File: src/rtl/interp_seq_if.sv
// Signal bundle between the triangle front end, the interpolator sequencer and the shading pipe.
// The slave side is the sequencer; the master side is its environment.
interface interp_seq_if;
    logic        tri_valid;
    logic        tri_ready;
    logic [11:0] tile_x;
    logic [11:0] tile_y;
    logic [3:0]  param_count;
    logic [3:0]  param_sel;
    logic        setup;
    logic        coef_latch;
    logic [11:0] x_ps;
    logic [11:0] y_ps;
    logic        pix_valid;
    logic        pix_ready;
    logic        pix_last;
    logic        busy;
    logic        done;
    logic [2:0]  dbg_state;

    modport slave (
        input  tri_valid, tile_x, tile_y, param_count, pix_ready,
        output tri_ready, param_sel, setup, coef_latch, x_ps, y_ps,
               pix_valid, pix_last, busy, done, dbg_state
    );

    modport master (
        output tri_valid, tile_x, tile_y, param_count, pix_ready,
        input  tri_ready, param_sel, setup, coef_latch, x_ps, y_ps,
               pix_valid, pix_last, busy, done, dbg_state
    );
endinterface

File: src/rtl/interp_seq.sv
// Sequences plane-equation setup for each triangle parameter, then raster-scans one tile.
// Handshakes: a transfer happens on a rising edge where valid && ready; valid never depends on ready.
module interp_seq #(
    parameter int NUM_PARAMS    = 8,
    parameter int TILE_W        = 32,
    parameter int TILE_H        = 32,
    parameter int SETTLE_CYCLES = 4
) (
    input  logic      clock,
    input  logic      reset,
    interp_seq_if.slave bus
);

    localparam int CW = (TILE_W > 1) ? $clog2(TILE_W) : 1;
    localparam int RW = (TILE_H > 1) ? $clog2(TILE_H) : 1;
    localparam int SW = (SETTLE_CYCLES > 1) ? $clog2(SETTLE_CYCLES) : 1;

    localparam logic [CW-1:0] COL_MAX   = CW'(TILE_W - 1);
    localparam logic [RW-1:0] ROW_MAX   = RW'(TILE_H - 1);
    localparam logic [SW-1:0] WAIT_LOAD = SW'(SETTLE_CYCLES - 1);
    localparam logic [3:0]    NP_MAX    = 4'(NUM_PARAMS);

    typedef enum logic [2:0] {
        S_IDLE   = 3'd0,
        S_SEL    = 3'd1,
        S_WAIT   = 3'd2,
        S_RASTER = 3'd3,
        S_DONE   = 3'd4
    } state_t;

    state_t        state;
    logic [11:0]   tx;
    logic [11:0]   ty;
    logic [3:0]    k_last;
    logic [3:0]    k;
    logic [SW-1:0] cnt;
    logic [CW-1:0] col;
    logic [RW-1:0] row;

    logic          tri_ready_r;
    logic          busy_r;
    logic          done_r;
    logic          setup_r;
    logic          coef_r;
    logic          valid_r;
    logic          last_r;
    logic [11:0]   x_r;
    logic [11:0]   y_r;

    logic [3:0]    eff_last;
    logic [CW-1:0] col_nx;
    logic [RW-1:0] row_nx;
    logic          last_nx;

    // Index of the final parameter after clamping the request to 1..NUM_PARAMS.
    always_comb begin
        eff_last = 4'd0;
        if (bus.param_count == 4'd0)
            eff_last = 4'd0;
        else if (bus.param_count > NP_MAX)
            eff_last = NP_MAX - 4'd1;
        else
            eff_last = bus.param_count - 4'd1;
    end

    always_comb begin
        col_nx = col + CW'(1);
        row_nx = row;
        if (col == COL_MAX) begin
            col_nx = '0;
            row_nx = row + RW'(1);
        end
        last_nx = (col_nx == COL_MAX) && (row_nx == ROW_MAX);
    end

    always_ff @(posedge clock) begin
        if (reset) begin
            state       <= S_IDLE;
            tx          <= '0;
            ty          <= '0;
            k_last      <= '0;
            k           <= '0;
            cnt         <= '0;
            col         <= '0;
            row         <= '0;
            tri_ready_r <= 1'b1;
            busy_r      <= 1'b0;
            done_r      <= 1'b0;
            setup_r     <= 1'b0;
            coef_r      <= 1'b0;
            valid_r     <= 1'b0;
            last_r      <= 1'b0;
            x_r         <= '0;
            y_r         <= '0;
        end else begin
            setup_r <= 1'b0;
            coef_r  <= 1'b0;
            done_r  <= 1'b0;
            case (state)
                S_IDLE: begin
                    if (bus.tri_valid) begin
                        tx          <= bus.tile_x;
                        ty          <= bus.tile_y;
                        k_last      <= eff_last;
                        k           <= 4'd0;
                        setup_r     <= 1'b1;
                        tri_ready_r <= 1'b0;
                        busy_r      <= 1'b1;
                        state       <= S_SEL;
                    end
                end
                S_SEL: begin
                    cnt    <= WAIT_LOAD;
                    coef_r <= (WAIT_LOAD == '0);
                    state  <= S_WAIT;
                end
                S_WAIT: begin
                    if (cnt == '0) begin
                        if (k == k_last) begin
                            col     <= '0;
                            row     <= '0;
                            valid_r <= 1'b1;
                            x_r     <= tx;
                            y_r     <= ty;
                            last_r  <= (TILE_W == 1) && (TILE_H == 1);
                            state   <= S_RASTER;
                        end else begin
                            k       <= k + 4'd1;
                            setup_r <= 1'b1;
                            state   <= S_SEL;
                        end
                    end else begin
                        cnt    <= cnt - SW'(1);
                        coef_r <= (cnt == SW'(1));
                    end
                end
                S_RASTER: begin
                    if (bus.pix_ready) begin
                        if (last_r) begin
                            valid_r <= 1'b0;
                            last_r  <= 1'b0;
                            done_r  <= 1'b1;
                            state   <= S_DONE;
                        end else begin
                            col    <= col_nx;
                            row    <= row_nx;
                            x_r    <= tx + 12'(col_nx);
                            y_r    <= ty + 12'(row_nx);
                            last_r <= last_nx;
                        end
                    end
                end
                S_DONE: begin
                    tri_ready_r <= 1'b1;
                    busy_r      <= 1'b0;
                    state       <= S_IDLE;
                end
                default: state <= S_IDLE;
            endcase
        end
    end

    assign bus.tri_ready  = tri_ready_r;
    assign bus.busy       = busy_r;
    assign bus.done       = done_r;
    assign bus.param_sel  = k;
    assign bus.setup      = setup_r;
    assign bus.coef_latch = coef_r;
    assign bus.pix_valid  = valid_r;
    assign bus.pix_last   = last_r;
    assign bus.x_ps       = x_r;
    assign bus.y_ps       = y_r;
    assign bus.dbg_state  = state;

endmodule

File: src/flat_wrapper.sv
// flat-port wrapper written by rule: the top's interface ports become plain ports
module interp_seq_flat 
#(
    parameter int NUM_PARAMS    = 8,
    parameter int TILE_W        = 32,
    parameter int TILE_H        = 32,
    parameter int SETTLE_CYCLES = 4
)
  (clock, reset, bus_tri_valid, bus_tile_x, bus_tile_y, bus_param_count, bus_pix_ready, bus_tri_ready, bus_param_sel, bus_setup, bus_coef_latch, bus_x_ps, bus_y_ps, bus_pix_valid, bus_pix_last, bus_busy, bus_done, bus_dbg_state);
  interp_seq_if bus_i ();
  input  logic clock;
  input  logic reset;
  input wire logic [$bits(bus_i.tri_valid)-1:0] bus_tri_valid;
  input wire logic [$bits(bus_i.tile_x)-1:0] bus_tile_x;
  input wire logic [$bits(bus_i.tile_y)-1:0] bus_tile_y;
  input wire logic [$bits(bus_i.param_count)-1:0] bus_param_count;
  input wire logic [$bits(bus_i.pix_ready)-1:0] bus_pix_ready;
  output wire logic [$bits(bus_i.tri_ready)-1:0] bus_tri_ready;
  output wire logic [$bits(bus_i.param_sel)-1:0] bus_param_sel;
  output wire logic [$bits(bus_i.setup)-1:0] bus_setup;
  output wire logic [$bits(bus_i.coef_latch)-1:0] bus_coef_latch;
  output wire logic [$bits(bus_i.x_ps)-1:0] bus_x_ps;
  output wire logic [$bits(bus_i.y_ps)-1:0] bus_y_ps;
  output wire logic [$bits(bus_i.pix_valid)-1:0] bus_pix_valid;
  output wire logic [$bits(bus_i.pix_last)-1:0] bus_pix_last;
  output wire logic [$bits(bus_i.busy)-1:0] bus_busy;
  output wire logic [$bits(bus_i.done)-1:0] bus_done;
  output wire logic [$bits(bus_i.dbg_state)-1:0] bus_dbg_state;
  assign bus_i.tri_valid = bus_tri_valid;
  assign bus_i.tile_x = bus_tile_x;
  assign bus_i.tile_y = bus_tile_y;
  assign bus_i.param_count = bus_param_count;
  assign bus_i.pix_ready = bus_pix_ready;
  assign bus_tri_ready = bus_i.tri_ready;
  assign bus_param_sel = bus_i.param_sel;
  assign bus_setup = bus_i.setup;
  assign bus_coef_latch = bus_i.coef_latch;
  assign bus_x_ps = bus_i.x_ps;
  assign bus_y_ps = bus_i.y_ps;
  assign bus_pix_valid = bus_i.pix_valid;
  assign bus_pix_last = bus_i.pix_last;
  assign bus_busy = bus_i.busy;
  assign bus_done = bus_i.done;
  assign bus_dbg_state = bus_i.dbg_state;
  interp_seq #(.NUM_PARAMS(NUM_PARAMS), .TILE_W(TILE_W), .TILE_H(TILE_H), .SETTLE_CYCLES(SETTLE_CYCLES)) u_core (.clock(clock), .reset(reset), .bus(bus_i));
endmodule
File: config.mk
export PLATFORM = sky130hd
export DESIGN_NAME = interp_seq_flat
export DESIGN_NICKNAME = d
export VERILOG_FILES = /design/src/rtl/interp_seq_if.sv /design/src/rtl/interp_seq.sv /design/src/flat_wrapper.sv
export SDC_FILE = /design/constraint.sdc
export NUM_CORES = 1
export LEC_CHECK = 0
export CORE_MARGIN = 5
export CORE_UTILIZATION = 45
export DETAILED_ROUTE_END_ITERATION = 16
export PLACE_DENSITY = 0.76
export SLEW_MARGIN = 0
export SYNTH_ARGS = -nofsm -noshare
export SYNTH_HDL_FRONTEND = slang
export SYNTH_SLANG_ARGS = --single-unit
File: constraint.sdc
create_clock -name clock -period 3.4 [get_ports clock]
set_input_delay 0.68 -clock clock [delete_from_list [all_inputs] [get_ports clock]]
set_output_delay 0.68 -clock clock [all_outputs]
set_load 0.01 [all_outputs]
# ---- Yosys cells after proc, flatten, opt, wreduce, memory -nomap -nowiden
# Cells that the tools add are included.
dict set report totals {
  ff_bits 78
  input_bits 32
  output_inout_bits 38
  elab_cells 116
}
dict set report op_classes {
  n_addsub 7
  n_lt_le_gt_ge 1
  n_eq_ne 17
  n_mux 53
  bitwise 3
  n_reduce_logical 18
}
# operator count
set op_table {}
lappend op_table {{12-bit 2-to-1 mux} 8}
lappend op_table {{12-bit one-hot mux with 2 select lines} 2}
lappend op_table {{5-bit 2-to-1 mux} 8}
lappend op_table {{12-bit by 5-bit adder with 12-bit output} 2}
lappend op_table {{4-bit 2-to-1 mux} 5}
lappend op_table {{5-bit one-hot mux with 2 select lines} 2}
lappend op_table {{5-bit equality test, second input constant} 3}
lappend op_table {{1-bit 2-to-1 mux} 14}
lappend op_table {{3-bit 2-to-1 mux} 4}
lappend op_table {{3-bit one-hot mux with 4 select lines} 1}
lappend op_table {{4-bit AND reduction} 3}
lappend op_table {{5-bit by 1-bit adder with 5-bit output, second input constant} 2}
lappend op_table {{2-bit inequality test, second input constant} 5}
lappend op_table {{1-bit one-hot mux with 2 select lines} 5}
lappend op_table {{5-bit AND reduction} 2}
lappend op_table {{4-bit one-hot mux with 2 select lines} 1}
lappend op_table {{2-bit nonzero test} 4}
lappend op_table {{3-bit by 2-bit equality test with 1-bit output, second input constant} 2}
lappend op_table {{2-bit by 1-bit inequality test with 1-bit output, second input constant} 3}
lappend op_table {{2-bit AND reduction} 3}
lappend op_table {{3-bit OR reduction} 2}
lappend op_table {{4-bit by 1-bit adder with 4-bit output, second input constant} 1}
lappend op_table {{4-bit equality test} 1}
lappend op_table {{4-bit greater-than comparator, second input constant} 1}
lappend op_table {{other kinds (12)} 15}

# ---- Logic depth before layout (Yosys ltp)
dict set report depth {
  word_depth 7
  mapped_depth 12
  depth_no_buf 11
}

# ---- Worst setup path before layout
# No wires, ideal clock.
dict set report synth_path {
  path_kind {register to register}
  start {reg u_core.col[0]}
  end {reg u_core.y_r[4], in the netlist u_core.bus.y_ps[4]}
  setup_time_ps 86
  arrival_ps 2681
  t_required_ps 3314
  setup_slack_ps 634
  path_stages_with_launch 12
  path_buffers 1
  period_less_slack_ps 2766
  cell_sequence {dfxtp_1 ha_1 and3_1 ha_1 clkbuf_1 mux2_2 fa_1 a21o_1 a21oi_1 xnor2_1 a21oi_1 a211oi_1}
}
dict set report synth_via {
  elab_chain_len 6
}
# element line_no
set synth_lines {}
lappend synth_lines {{from (decl)} interp_seq.sv:37} ;# logic [CW-1:0] col;
lappend synth_lines {{from (signal assigned)} interp_seq.sv:145} ;# col <= col_nx;
lappend synth_lines {{5-bit equality test} interp_seq.sv:69} ;# if (col == COL_MAX) begin
lappend synth_lines {{5-bit 2-to-1 mux} interp_seq.sv:69}
lappend synth_lines {{12-bit by 5-bit adder with 12-bit output} interp_seq.sv:148} ;# y_r <= ty + 12'(row_nx);
lappend synth_lines {{12-bit 2-to-1 mux} interp_seq.sv:139} ;# if (last_r) begin
lappend synth_lines {{12-bit 2-to-1 mux} interp_seq.sv:138} ;# if (bus.pix_ready) begin
lappend synth_lines {{12-bit one-hot mux with 2 select lines} interp_seq.sv:99} ;# case (state)
lappend synth_lines {{to (signal assigned)} interp_seq.sv:124} ;# y_r <= ty;
lappend synth_lines {{to (signal assigned)} interp_seq.sv:148}
lappend synth_lines {{to (decl)} interp_seq.sv:48} ;# logic [11:0] y_r;
# Every way passes these cells. The select of a mux whose other input is x is not followed.
# A chain may end at the register's enable or synchronous reset.

# ---- Worst setup path in the final report
dict set report layout_path {
  start {reg u_core.col[0]}
  end {reg u_core.y_r[5], in the netlist u_core.bus.y_ps[5]}
}
# The elaborated chain is that of the path after synthesis.

==> out/metrics.yaml <==
synth:
  netlist_instances: 468
  synthArstFlopShare: 0
  yosys_warnings: 0
  netlist_top_cells_count: "dfxtp_1, nand2_1, nor2_1"
  synth.avg_cell_area_um2: 8.27
  synth_top_area_frac: 0.403
  synth-main-ff-cell: "dfxtp_1"
  synth-edff-count: 0
  yosysMostFrequentCell: "dfxtp_1"
  synth_area_leader_cell: "dfxtp_1"
  ys_seq_area_frac: 0.403
  ys_seq_elements: 78
  synth_nets: 520
  synth_area_leaders: "dfxtp_1, nand2_1, a211oi_1, ha_1, nor2_1"
  netlist_area_um2: 3870
  synth.distinct_cells: 47
placed_design:
  port_buffers: 69
  dpl.hpwl_um: 6480
  placed_cells: 623
  place_ws_ns: 0.443
  gp_congestion: 0.833
power:
  seq_power_share: 0.420
  power.share.combinational: 0.338
  p_clk_frac: 0.242
  p_per_area_nw_per_um2: 601
  vdd_drop_max_v: 0.000299
  swShare: 0.352
  leakage_nw: 1.78
  p_int_w: 0.00189
  p_sw_w: 0.00103
clocking:
  clock_sinks: 78
  cts_tree: "done"
  clock_latency_ns: 0.36
  clockRootBuffer: "clkbuf_8"
  cts_setup_buffers: 0
  ctsResizeCount: 0
  clk_pin_slew_ns: 0.08
  hold_buffers: 0
  cts_buffers: 9
  clockBufferDepth: 2
  htree_num_levels: 3
routing:
  vias: 3479
  drt_iter0_markers: 185
  drt_pass1_iterations: 4
  wirelength_um: 9160
  ant_nets: 0
  wl_per_cell_um: 14.3
  viasPerCell: 5.44
  drc: 0
setup_path:
  start_kind: "flip-flop"
  worstSetupPathType: "flip-flop to flip-flop"
  worstPathArrival_ns: 3.24
  cp.required_ns: 3.68
  cp_max_fo: 11
  end_kind: "flip-flop"
  worst-r2r-setup-slack_ns: 0.44
die:
  io_pins: 70
  core_um2: 8300
  initial_core_util: 0.467
  rows: 33
  die_area_um2: 10600
  die_h_um: 103
  die_x_um: 103
final_layout:
  n_antenna_cell: 0
  fin_nets: 581
  layoutNonFillerInstCount: 639
  areaGrowthSynthToFinish_pct: 25.2
  fill_cells: 758
  post-route-util: 0.584
  drive_gt1_frac: 0.0581
sta:
  report.final.slew_viol_count: 0
  period_share: 0.871
  tightest_slew_ns: 0.979
  skew_ns: 0.00985
  rsz0062_at_grt: "false"
  slew_headroom: 0.339
  final_hold_viol_count: 0
  fmax_mhz: 338
  setup_viol: 0
  fin_ws_ns: 0.437
  fin_setup_tns_ns: 0
  min_period_ns: 2.96
  whs_ns: 0.455
global_routing:
  grt_usage: 0.182
  grt_max_degree: 42
  grt_pass1_vias: 3393
  grt_pass1_wl_um: 15400
  grt_overflow: 0
  antenna_found_initial: 0
worst_hold_path:
  hold_class: "flip-flop to flip-flop"
flow_run:
  drv_cap: 0
run_status:
  status: "finished, final reports clean"
==> stage by stage <==
step | power (W) | area, um2
final | 0.00291 | 4850
after global routing | 0.00312 | 4850
after CTS | 0.00294 | 4850
after detailed placement | 0.00224 | 4650
after global placement | 0.00221 | 4650
after floorplan | 0.00185 | 3870
==> worst max-delay path, stage by stage (launching register included) <==
cell	delay [ns]
dfxtp_1	0.40
ha_1	0.20
and3_1	0.17
ha_1	0.37
mux2_2	0.42
ha_1	0.30
a211oi_1	0.07
o21ai_0	0.38
o211ai_1	0.17
xor2_1	0.17
a211oi_1	0.23
==> path summary, 6_finish.rpt <==
path | startpoint | endpoint | cells after the start
worst min-delay path | u_core.bus.x_ps[1]$_SDFFE_PP0P_ | u_core.bus.x_ps[1]$_SDFFE_PP0P_ | 2
worst min register to register | u_core.bus.x_ps[1]$_SDFFE_PP0P_ | u_core.bus.x_ps[1]$_SDFFE_PP0P_ | 2
worst max register to register | u_core.col[0]$_SDFFE_PP0P_ | u_core.bus.y_ps[5]$_SDFFE_PP0P_ | 10
worst max-delay path | u_core.col[0]$_SDFFE_PP0P_ | u_core.bus.y_ps[5]$_SDFFE_PP0P_ | 10
==> sequential cells by signal, indices dropped and copies added (netlist names) <==
name and count:
u_core.bus.busy 1, u_core.bus.coef_latch 1, u_core.bus.dbg_state 3, u_core.bus.done 1, u_core.bus.param_sel 4, u_core.bus.pix_last 1
u_core.bus.pix_valid 1, u_core.bus.setup 1, u_core.bus.tri_ready 1, u_core.bus.x_ps 12, u_core.bus.y_ps 12, u_core.cnt 2
u_core.col 5, u_core.k_last 4, u_core.row 5, u_core.tx 12, u_core.ty 12
==> cell type report <==
cell class | instances | area (um2) | area share
Multi-Input combinational cell | 350 | 2160 | 0.445
Sequential cell | 78 | 1560 | 0.322
Timing Repair Buffer | 78 | 753 | 0.155
Clock buffer | 11 | 141 | 0.0292
Tap cell | 105 | 131 | 0.0271
Clock inverter | 5 | 58.8 | 0.0121
Inverter | 12 | 45.0 | 0.00929
==> power groups by stage <==
| stage | logic, W | clock network (W) | registers, W |
|---|---|---|---|
| 2_1_floorplan | 0.000621 | 0 | 0.00123 |
| 3_3_place_gp | 0.000966 | 0 | 0.00124 |
| 3_5_place_dp | 0.000991 | 0 | 0.00125 |
| 4_1_cts | 0.000996 | 0.000719 | 0.00123 |
| 5_1_grt | 0.00110 | 0.000766 | 0.00125 |
| 6_report | 0.000985 | 0.000704 | 0.00122 |
==> routing by layer <==
layer	up-vias	part of all wire	global-route usage
met5	-	0	0
met4	0	0.019	0.0667
met3	16	0.048	0.0453
met2	70	0.48	0.309
met1	1618	0.45	0.225
li1	1775	-	-
==> cell families (layout without fill, tap and decap cells) <==
logic type / count (synthesis) / in the layout / synth area share
compound gates: 116 / 116 / 0.199
xor+xnor: 30 / 30 / 0.0679
fa+ha+maj: 21 / 21 / 0.0711
buf+inv: 40 / 106 / 0.0407
flops: 78 / 78 / 0.403
mux: 2 / 2 / 0.00549
simple gates: 181 / 181 / 0.213
==> cells in the final DEF, fill, tap and decap left out, types with 2 or more instances in the layout <==
cell              n
dfxtp_1          78
nand2_1          72
clkdlybuf4s50_1  68
nor2_1           54
a21oi_1          40
a211oi_1         30
xor2_1           20
ha_1             18
inv_1            12
nor3_1           12
xnor2_1          10
nand3_1          10
clkbuf_8         10
o21ai_0           9
o211ai_1          9
a22oi_1           9
buf_4             9
nand4_1           7
nor2b_1           5
and3_1            4
a21o_1            4
a311oi_1          4
nand3b_1          3
nor3b_1           3
nand2b_1          2
o2111ai_1         2
fa_1              2
clkinvlp_4        2
Power figures use the tool's default switching activity.
==> edit 1 (same settings) <==
`TILE_W` is set to 32 in 2 places; all go to 64.
--- a/src/rtl/interp_seq.sv
+++ b/src/rtl/interp_seq.sv
@@ -2,7 +2,7 @@
 // Handshakes: a transfer happens on a rising edge where valid && ready; valid never depends on ready.
 module interp_seq #(
     parameter int NUM_PARAMS    = 8,
-    parameter int TILE_W        = 32,
+    parameter int TILE_W        = 64,
     parameter int TILE_H        = 32,
     parameter int SETTLE_CYCLES = 4
 ) (
--- a/src/flat_wrapper.sv
+++ b/src/flat_wrapper.sv
@@ -2,7 +2,7 @@
 module interp_seq_flat 
 #(
     parameter int NUM_PARAMS    = 8,
-    parameter int TILE_W        = 32,
+    parameter int TILE_W        = 64,
     parameter int TILE_H        = 32,
     parameter int SETTLE_CYCLES = 4
 )
Behaviour: same outputs for any inputs over 10 cycles, from zero or initial values and one cycle with reset high; that may be too few to reach the edited logic, so the function may still have changed.
==> edit 1 against the unedited design <==
Clock skew about the same; final area up 7.1%; synthesized area up 7.5%; sequential share of layout area down 1.7 points; setup slack worse by 110 ps; power down 15%; die area up 6.7%; critical endpoint is now u_core.bus.y_ps[6]$_SDFFE_PP0P_; fmax down 3.6%; sequential power down 11%; sequential cell count up 1; routed wire length up 15%.
==> edit 1: results (changes against the unedited design) <==
compound-cell area share of the yosys netlist 21.9% (was 19.9%); slowest stage cell, crit path fa_1 (was mux2_2); Met2 Routed Length 5150 um (was 4420 um); initial antenna violation count 0 (unchanged); via/cell ratio 5.60 (was 5.44); GRT met3 Usage 5.16% (was 4.53%); peak supply drop 0.258 mV (was 0.299 mV); FF-to-FF setup slack 330 ps (was 440 ps); main area contributors after synthesis dfxtp_1 38%, nand2_1 7.1%, a21oi_1 5.9% (was dfxtp_1 40%, nand2_1 7.0%, a211oi_1 5.8%); met1 Track Usage GR 22.1% (was 22.5%); Leakage 0.00192 uW (was 0.00178 uW); Max Clock Skew 9.62 ps (was 9.85 ps); met3 wire len 518 um (was 437 um); WHS 461 ps (was 455 ps); ratio of cells with drive above 1 in the final layout 6.04% (was 5.81%); Power Internal 1780 uW (was 1890 uW); CTS Root Cell clkbuf_8 (unchanged); r2r endpoint u_core.bus.y_ps[6]$_SDFFE_PP0P_ (was u_core.bus.y_ps[5]$_SDFFE_PP0P_); Largest stage delay, worst path 460 ps (was 420 ps); Clock Latency Late Sink 360 ps (about the same); Clk. pwr 855 uW (was 704 uW); Combinational Power 543 uW (was 985 uW); area of the multi-input gates 2380 um^2 (was 2160 um^2); status finished clean (unchanged); global-route wire length before repair 17200 um (was 15400 um); met2 usage 32.4% (was 30.9%); dpl cells 675 (was 623); syn nets 568 (was 520); post-synthesis mux area share 0.271% (was 0.549%); dpl ws 369 ps (was 443 ps); hpwl dp 7630 um (was 6480 um); vias in the first global route 3711 (was 3393); largest net degree at the start of global routing 36 (was 42); Sw Share 28.3% (was 35.2%); Placer Congestion 0.850 (was 0.833); WL final 10600 um (was 9160 um); FILL cells 869 (was 758); DR iter-0 viols 148 (was 185); Placed Area 4950 um^2 (was 4650 um^2); critical path peak fanout 6 (was 11); Finished Layout Cells 690 (was 639); post-synthesis adder-cell area fraction 6.92% (was 7.11%); Netlist cell types 59 (was 47); GRT Util Overall 18.8% (was 18.2%); sequential-to-total area share from yosys stat 38.0% (was 40.3%); Mapped Cells 515 (was 468); nets@finish 628 (was 581); Slew @ Worst Pin 940 ps (was 979 ps)
## edit 1: cell types whose count changed after synthesis, sizes merged, moves of 5 or more
cell	unedited run	this run
nand2	72	79
inv	12	18
o21ai	9	17
nor2	55	50
a21oi	40	49
nand3	10	18
## edit 1: worst max-delay path by stage
stage	end	slack, ps
finish	u_core.bus.y_ps[6]$_SDFFE_PP0P_	330
global route	u_core.bus.y_ps[5]$_SDFFE_PP0P_	130
CTS	u_core.bus.y_ps[5]$_SDFFE_PP0P_	360
detailed placement	u_core.bus.y_ps[5]$_SDFFE_PP0P_	370
global placement	u_core.bus.y_ps[6]$_SDFFE_PP0P_	440
floorplan	u_core.bus.y_ps[6]$_SDFFE_PP0P_	710
## edit 1: final cells by class
| type | count | share of cell area, % |
|---|---|---|
| well taps | 111 | 2.68 |
| clock inverters | 3 | 1.74 |
| multi-input cells | 387 | 45.8 |
| inverters | 18 | 1.30 |
| clock buffers | 12 | 2.99 |
| flip-flops and latches | 79 | 30.5 |
| repair buffers | 80 | 15.0 |
==> edit 2 (config.mk and constraints unchanged) <==
Without the edit above. Make the reset (`reset`) asynchronous in one clocked block.
--- a/src/rtl/interp_seq.sv
+++ b/src/rtl/interp_seq.sv
@@ -73,7 +73,7 @@
         last_nx = (col_nx == COL_MAX) && (row_nx == ROW_MAX);
     end
 
-    always_ff @(posedge clock) begin
+    always_ff @(posedge clock or posedge reset) begin
         if (reset) begin
             state       <= S_IDLE;
             tx          <= '0;
Behaviour: differs if reset is asserted again (counterexample within 4 cycles, from zero or initial values and one cycle with reset high); with reset held inactive, the same outputs for 10 cycles.
==> edit 2 against the unedited design <==
Setup slack worse by 170 ps; largest cell class unchanged; synthesized area increased by 6.2%; first-iteration DRC count down 11%; utilization hardly changed; highest routed layer unchanged; routed wire length grew 1.8%; final area rose by 6.0%; sequential cell count unchanged; clock skew is 0.58 ps higher; die area up 5.6%.
Power is not compared: it rests on default switching activity, and its combinational part moved more than twofold at a synthesized area within 25%.
==> edit 2: results (changes against the unedited design) <==
port buffer count 69 (unchanged); post-synthesis mux area share 7.88% (was 0.549%); Placer Congestion 0.867 (was 0.833); post-synthesis adder-cell area fraction 6.69% (was 7.11%); Placed Area 4890 um^2 (was 4650 um^2); post_cts resized 0 (unchanged); vias in the first global route 3480 (was 3393); Netlist cell types 49 (was 47); Clock Latency Late Sink roughly 350 ps; peak supply drop 0.194 mV; Min-Delay Path Class flop to flop (unchanged); FILL cells 729 (was 758); Post-synth ARST share 100% (was 0%); Slew @ Worst Pin 730 ps (was 979 ps); drt pass-1 iters 4 (unchanged); compound-cell area share of the yosys netlist 14.5% (was 19.9%); slowest stage cell, crit path dfrtp_1 (was mux2_2); Critical Path AT 3390 ps (was 3240 ps); Max Clock Skew 10.4 ps (was 9.85 ps); sequential-to-total area share from yosys stat 47.5% (was 40.3%); main area contributors after synthesis dfrtp_1 47%, mux2_2 7.1%, ha_1 5.5% (was dfxtp_1 40%, nand2_1 7.0%, a211oi_1 5.8%); status finished clean (unchanged); global-route wire length before repair 16300 um (was 15400 um); H-Tree Depth 3 (unchanged); GRT met3 Usage 3.36% (was 4.53%); hpwl dp 6970 um (was 6480 um); Avg Inst Size Synth 10.2 um^2 (was 8.27 um^2); nets@finish 526 (was 581); via/cell ratio 5.57 (was 5.44); syn nets 455 (was 520); GRT Util Overall 17.9% (was 18.2%); buffer depth of the longest clock path 2 (unchanged); CTS Root Cell clkbuf_8 (unchanged); dpl cells 571 (was 623); Finished Layout Cells 587 (was 639); initial antenna violation count 0 (unchanged); Synth Area in XOR/XNOR 5.54% (was 6.79%); critical path peak fanout 11 (unchanged); WL final 9320 um (was 9160 um); clock-pin slew on the worst setup and hold paths 80 ps (about the same); Inserted Clock Buffers 9 (unchanged); ratio of cells with drive above 1 in the final layout 11.1% (was 5.81%); met1 Track Usage GR 22.5% (about the same); Leakage about 0.0023 uW; final setup TNS 0 ps (unchanged); Post-CTS Repair Setup Buffers 0 (unchanged); DR iter-0 viols 165 (was 185); Largest stage delay, worst path 410 ps; synth cell count leaders 77 x dfrtp_1, 54 x nand2_1, 35 x o21ai_0 (was 78 x dfxtp_1, 72 x nand2_1, 55 x nor2_1); Yosys warnings 0 (unchanged); met2 usage 30.1% (was 30.9%); largest net degree at the start of global routing 33 (was 42); ANT cells 0 (unchanged)
## edit 2: changes by cell type in the layout (fill, tap and decap cells not counted), moves of 18 or more
cell      unedited run  this run
dfxtp_1             78         0
dfrtp_1              0        77
a21oi_1             40        10
nor2_1              54        26
o21ai_0              9        35
mux2_2               1        26
a211oi_1            30         8
nand2_1             72        54
## edit 2: area by class of cell
class | count | area (um^2) | share of cell area [%]
multi-input cells | 292 | 2000 | 38.9
flip-flops and latches | 78 | 1950 | 38.0
repair buffers | 76 | 743 | 14.5
clock buffers | 11 | 141 | 2.75
well taps | 108 | 135 | 2.63
clock inverters | 5 | 106 | 2.07
inverters | 17 | 63.8 | 1.24
## edit 2: worst max-delay path, delay by kind of cell (launching register included)
family | cells | cell delay, ps
and+or+nand+nor | 3 | 550
buffers and inverters | 1 | 70
adders and majority gates | 3 | 920
xor gates and xnor gates | 2 | 420
DFF | 1 | 410
AOI/OAI and AO/OA | 3 | 700
## edit 2: report_power, final
group	switching, uW	leakage (uW)	internal (uW)	total, uW
combinational	28.6	0.00118	35.2	63.8
clock	339	0.000120	509	849
sequential	0	0.00104	927	927
total	368	0.00233	1470	1840
## edit 2: per-layer routing
metal	wire, um	part of all wire (%)
met1	4060	44
met2	4690	50
met3	432	4.6
met4	138	1.5
met5	0	0
## edit 2: final timing paths
kind                            slack, ps                      startpoint  cells after the start                                  end
worst max-delay path                  270       u_core.col[0]$_DFFE_PP0P_                     12      u_core.bus.y_ps[11]$_DFFE_PP0P_
worst min-delay path                  480  u_core.bus.x_ps[7]$_DFFE_PP0P_                      2       u_core.bus.x_ps[7]$_DFFE_PP0P_
worst max register to register        270       u_core.col[0]$_DFFE_PP0P_                     12      u_core.bus.y_ps[11]$_DFFE_PP0P_
worst min register to register        480  u_core.bus.x_ps[7]$_DFFE_PP0P_                      2       u_core.bus.x_ps[7]$_DFFE_PP0P_
max in group asynchronous            1860                           reset                      3             u_core.ty[1]$_DFFE_PP0P_
min in group asynchronous             710                           reset                      2  u_core.bus.param_sel[1]$_DFFE_PP0P_
## edit 2: kinds of logic after synthesis
kind of cell / after synthesis
compound gates: 93
xor+xnor: 26
fa+ha+maj: 21
buf+inv: 33
flops: 78
mux: 29
simple gates: 123
## edit 2: stage by stage
step,setup slack [ps],utilization (%),hold WS (ps)
after CTS,333,58.4,485
after global placement,529,55.6,454
after floorplan,592,-,469
after detailed placement,350,55.6,465
final,269,58.4,482
after global routing,27.3,58.4,511
